File: src/rtl/mux2_arbiter.sv
// mux2_arbiter: two-requester round-robin arbiter that steers one of two
// data inputs onto a shared output.
//
// Handshake: a requester raises reqx and keeps it high for as long as it wants
// the mux. The matching gntx rises one cycle after the request is sampled in
// IDLE. gntx stays high while reqx=1 and lastx=0. Sampling lastx=1 or reqx=0
// releases the grant at the next edge. lastx is ignored while gntx is low.
//
// Optional feature (macro MUX2_ARB_TIMEOUT_EN): a hold counter limits a grant
// to HOLD_MAX cycles, but only while the other requester is waiting. A forced
// hand-over pulses timeout for one cycle. Without the macro there is no
// counter and timeout is tied low.
//
// Parameters:
//   WIDTH     data width of in1/in2/out
//   HOLD_MAX  maximum grant length with the timeout feature (2..255)
// Ports:
//   clk            rising-edge clock
//   rst_n          synchronous active-low reset
//   req1/req2      requests
//   last1/last2    final-cycle markers for the granted requester
//   in1/in2        requester data
//   gnt1/gnt2      registered grants, mutually exclusive
//   s              registered select (1 only while requester 2 holds a grant)
//   out            s ? in2 : in1, combinational
//   out_valid      gnt1 | gnt2
//   timeout        one-cycle pulse on a forced hand-over
//   dbg_state      current FSM state (0 IDLE, 1 GNT1, 2 GNT2) for observation
module mux2_arbiter #(
  parameter int WIDTH    = 8,
  parameter int HOLD_MAX = 16
) (
  input  logic             clk,
  input  logic             rst_n,
  input  logic             req1,
  input  logic             req2,
  input  logic             last1,
  input  logic             last2,
  input  logic [WIDTH-1:0] in1,
  input  logic [WIDTH-1:0] in2,
  output logic             gnt1,
  output logic             gnt2,
  output logic             s,
  output logic [WIDTH-1:0] out,
  output logic             out_valid,
  output logic             timeout,
  output logic [1:0]       dbg_state
);

  typedef enum logic [1:0] {
    IDLE = 2'd0,
    GNT1 = 2'd1,
    GNT2 = 2'd2
  } state_t;

  state_t state, state_nxt;
  // prio=0 favours requester 1 on a tie, prio=1 favours requester 2.
  logic   prio, prio_nxt;

`ifdef MUX2_ARB_TIMEOUT_EN
  localparam logic [7:0] HOLD_LIM = 8'(HOLD_MAX);
  logic [7:0] cnt, cnt_nxt;
  logic       to_nxt;
  logic       limit1, limit2;

  // The limit only matters when the other side is actually waiting.
  assign limit1 = (cnt == HOLD_LIM) && req2;
  assign limit2 = (cnt == HOLD_LIM) && req1;
`else
  logic limit1, limit2;
  assign limit1 = 1'b0;
  assign limit2 = 1'b0;
`endif

  always_comb begin
    state_nxt = state;
    prio_nxt  = prio;
    unique case (state)
      IDLE: begin
        if (req1 && (!req2 || !prio)) begin
          state_nxt = GNT1;
          prio_nxt  = 1'b1;
        end else if (req2) begin
          state_nxt = GNT2;
          prio_nxt  = 1'b0;
        end
      end
      GNT1: begin
        // Release hands straight over to a waiting requester 2 (no bubble).
        if (last1 || !req1) begin
          if (req2) begin
            state_nxt = GNT2;
            prio_nxt  = 1'b0;
          end else begin
            state_nxt = IDLE;
          end
        end else if (limit1) begin
          state_nxt = GNT2;
          prio_nxt  = 1'b0;
        end
      end
      GNT2: begin
        if (last2 || !req2) begin
          if (req1) begin
            state_nxt = GNT1;
            prio_nxt  = 1'b1;
          end else begin
            state_nxt = IDLE;
          end
        end else if (limit2) begin
          state_nxt = GNT1;
          prio_nxt  = 1'b1;
        end
      end
      default: state_nxt = IDLE;
    endcase
  end

`ifdef MUX2_ARB_TIMEOUT_EN
  always_comb begin
    cnt_nxt = cnt;
    to_nxt  = 1'b0;
    if (state_nxt == IDLE) begin
      cnt_nxt = 8'd0;
    end else if (state_nxt != state) begin
      // Any grant entry, including a direct hand-over, restarts the count at 1.
      cnt_nxt = 8'd1;
      to_nxt  = (state == GNT1 && limit1 && !(last1 || !req1)) ||
                (state == GNT2 && limit2 && !(last2 || !req2));
    end else if (cnt != HOLD_LIM) begin
      cnt_nxt = cnt + 8'd1;
    end
  end
`endif

  always_ff @(posedge clk) begin
    if (!rst_n) begin
      state <= IDLE;
      prio  <= 1'b0;
      gnt1  <= 1'b0;
      gnt2  <= 1'b0;
      s     <= 1'b0;
`ifdef MUX2_ARB_TIMEOUT_EN
      cnt     <= 8'd0;
      timeout <= 1'b0;
`endif
    end else begin
      state <= state_nxt;
      prio  <= prio_nxt;
      gnt1  <= (state_nxt == GNT1);
      gnt2  <= (state_nxt == GNT2);
      s     <= (state_nxt == GNT2);
`ifdef MUX2_ARB_TIMEOUT_EN
      cnt     <= cnt_nxt;
      timeout <= to_nxt;
`endif
    end
  end

`ifndef MUX2_ARB_TIMEOUT_EN
  assign timeout = 1'b0;
`endif

  assign out       = s ? in2 : in1;
  assign out_valid = gnt1 | gnt2;
  assign dbg_state = state;

endmodule

File: config.mk
export PLATFORM = sky130hd
export DESIGN_NAME = mux2_arbiter
export DESIGN_NICKNAME = d
export VERILOG_FILES = /design/src/rtl/mux2_arbiter.sv
export SDC_FILE = /design/constraint.sdc
export NUM_CORES = 1
export LEC_CHECK = 0
export ABC_AREA = 1
export CAP_MARGIN = 20
export CORE_MARGIN = 2
export CORE_UTILIZATION = 34
export DETAILED_ROUTE_END_ITERATION = 6
export GPL_ROUTABILITY_DRIVEN = 0
export PLACE_DENSITY_LB_ADDON = 0.3
export SLEW_MARGIN = 25
export SYNTH_ARGS = -nofsm -noshare
export SYNTH_HDL_FRONTEND = slang
export SYNTH_SLANG_ARGS = --single-unit
File: constraint.sdc
create_clock -name clk -period 1.32 [get_ports clk]
set_input_delay 0.396 -clock clk [delete_from_list [all_inputs] [get_ports clk]]
set_output_delay 0.396 -clock clk [all_outputs]
set_load 0.02 [all_outputs]
==> impl_results.md, run 1 <==
* Reg2reg setup slack at 60 ps
* Ant. Diodes at 0
* Busiest layer in global routing: met2
* Critical path endpoint category: output port
* Outcome: complete, but fails checks
* Met3 usage at 0.0458
* Critical path startpoint category: flop
* Dominant cell type by area after synthesis: nand2_1
* Synth Area in Simple Gates at 0.541
* Met1 Resource Use GR at 0.209
* Post-synth top cells: nand2_1 (51), inv_1 (13), nand3_1 (6)
* Largest family of logic cells by synthesized area: simple AND/OR/NAND/NOR gates
* Clock latency at the later pin of the worst-skew pair at 240 ps
* Failing checks: setup timing
* Setup Skew at 0.644 ps
* Chip height at 43.6 um
* Filler Cell Count at 107
* Hold_ws at 492 ps
* Drt drc at 0
* Cell area after synthesis at 534 sq um
* CP arrival at 1090 ps
* Drt wl/cell at 12.8 um
* Mapped Cells at 97
* Via-per-instance ratio at 4.80
* Share of cells above drive strength 1 at 0.390
* Max rail drop VDD at 0.554 mV
* P&R area growth vs syn at 109%
* Largest net degree at the start of global routing at 9
* Crit path max fanout at 5
* Drt first pass iters at 4
* Post-Synth Adder-Cell Area at 0.117
* Routed Antenna Nets at 0
* CTS sink count at 5
* CTS root buf: clkbuf_4
* Cell Pwr Density at 874 mW/mm^2
* CTS tree: yes
* # rows at 14
* Final setup violation count at 11
* First-pass GRT wire length at 2690 um
* Die Wd at 43.6 um
* Initial Util at 0.359
* RSZ-0062 raised after global routing: true
* Post-synthesis compound-gate area fraction at 0.0187
* Vias in the first global route at 683
* Synth top area cells: nand2_1 (36%), dfxtp_1 (19%), ha_1 (12%)
* Vias at 754
* Synth Register Bits at 5
* WP data required at 920 ps
* Layout net count at 169
* # port buffers at 35
* Asr flop ratio synth at 0
* Met2 usage at 0.315
* GRT Total Usage at 0.186
* GRT overflow at 0
* Syn_nets at 124
* Crit path kind: flop to output port
* EDFF count, synth at 0
* Synth top area share at 0.358
* Worst setup margin at -168 ps
* Xor/xnor share of the synthesized area at 0
* Worst min path class: flop to flop
* Die ar. at 0.00190 sq mm
* Sequential cell area fraction in the yosys report at 0.187
* Pins Over Slew Limit at 0
* Core Region at 0.00149 sq mm
* Leak at 0.647 nW
* CTS Buf Count at 3
* Max-Cap Viols at 0
* WL final at 2020 um
* Hold_buf cts at 0
* Clock period minus worst slack at 1490 ps
* Final instance area at 0.00112 sq mm
* Avg Cell Area, Syn at 5.51 sq um
* Synth Flop Type: dfxtp_1
* Total power draw at 0.000978 W
* Number of synthesis warnings at 0
* Final worst path period share at 1.13
* Initial detailed-routing violation count at 16
* Placed Area at 933 sq um
* Post-synthesis cell type count at 14
* Hold Fails Final Rpt at 0
* Hpwl dp at 1280 um
* CTS H-tree depth at 1
* Io pins at 37
* Fmax at 672 MHz
* CTS max path bufs at 2
* Clk pin slew, worst setup/hold paths at 40 ps
* Initial antenna violation count at 0
* Multiplexer share of the synthesized area at 0
* Top-count cell post-synth: nand2_1
## what timing repair did
action | in CTS | in global routing
gates resized for setup | 85 | 41
pin swaps | 3 | 12
endpoints found under the setup margin | 16 | 15
buffers inserted | 1 | 1
## sequential cells by signal (all words and copies together) (netlist names)
| signal | flops |
|---|---|
| dbg_state | 2 |
| gnt1 | 1 |
| prio | 1 |
| s | 1 |
## path summary, 6_finish.rpt
check,from,endpoint,cells after the start
worst max-delay path,s$_SDFF_PN0_,out[3],5
worst min-delay path,prio$_SDFFE_PN0P_,prio$_SDFFE_PN0P_,2
worst max register to register,dbg_state[1]$_SDFF_PN0_,gnt1$_SDFF_PN0_,9
worst min register to register,prio$_SDFFE_PN0P_,prio$_SDFFE_PN0P_,2
## routing by layer
layer / wire length, um / up-vias
met5: 0 / -
li1: - / 375
met2: 1080 / 32
met1: 711 / 339
met3: 120 / 8
met4: 99 / 0
## stage by stage
stage	TNS (ps)	worst slack, ps	util	std cells
floorplan	0	47.8	-	97
detailed placement	-6810	-649	0.627	151
CTS	-1290	-185	0.655	156
global route	-1700	-209	0.751	157
finish	-1190	-168	0.751	157
global placement	-6550	-636	0.627	151
## cell type report
cell class / count / area [sq um] / area share
multi-input cells: 76 / 468 / 0.418
repair buffers: 43 / 442 / 0.395
flip-flops and latches: 5 / 106 / 0.0951
inverters: 13 / 56.3 / 0.0503
clock buffers: 4 / 26.3 / 0.0235
well taps: 16 / 20.0 / 0.0179
## report_power, final
part	internal, W	switching [W]	total [W]
clock network	0.000114	0.0000596	0.000174
logic	0.000293	0.000316	0.000609
registers	0.000177	0.0000183	0.000195
## kinds of logic after synthesis
kind of cell             Yosys count
AO/OA/AOI/OAI                      2
adder cells (fa/ha/maj)            5
buffers and inverters             16
flip-flops                         5
other                              1
AND/OR/NAND/NOR                   68
## layout by cell type, fill, tap and decap left out
cell type / instances
inv_6: 1
nand3_2: 4
dfxtp_1: 2
ha_4: 4
nand2_4: 1
dlygate4sd2_1: 11
clkbuf_1: 1
dfxtp_4: 1
nor2_1: 5
conb_1: 1
a21oi_1: 1
clkdlybuf4s15_1: 1
inv_4: 1
clkdlybuf4s50_1: 5
clkdlybuf4s15_2: 1
buf_6: 15
nand2_1: 35
dfxtp_2: 2
nand2_2: 17
clkbuf_4: 3
or2_4: 1
buf_4: 4
o21ai_1: 1
ha_1: 1
dlymetal6s2s_1: 6
inv_1: 11
nand3_1: 5
## critical path: stages, from the launching register on
cell and delay (ps):
dfxtp_4 340, buf_6 130, buf_6 130, nand2_2 60, nand2_2 60, buf_6 130
Note: power is estimated with default switching activity, not from simulation.
==> run 2, diff against run 1 <==
CTS_CLUSTER_DIAMETER = 120   (was not set)
==> results of run 2 <==
The final DEF is identical to that of run 1; final timing and power are the same.
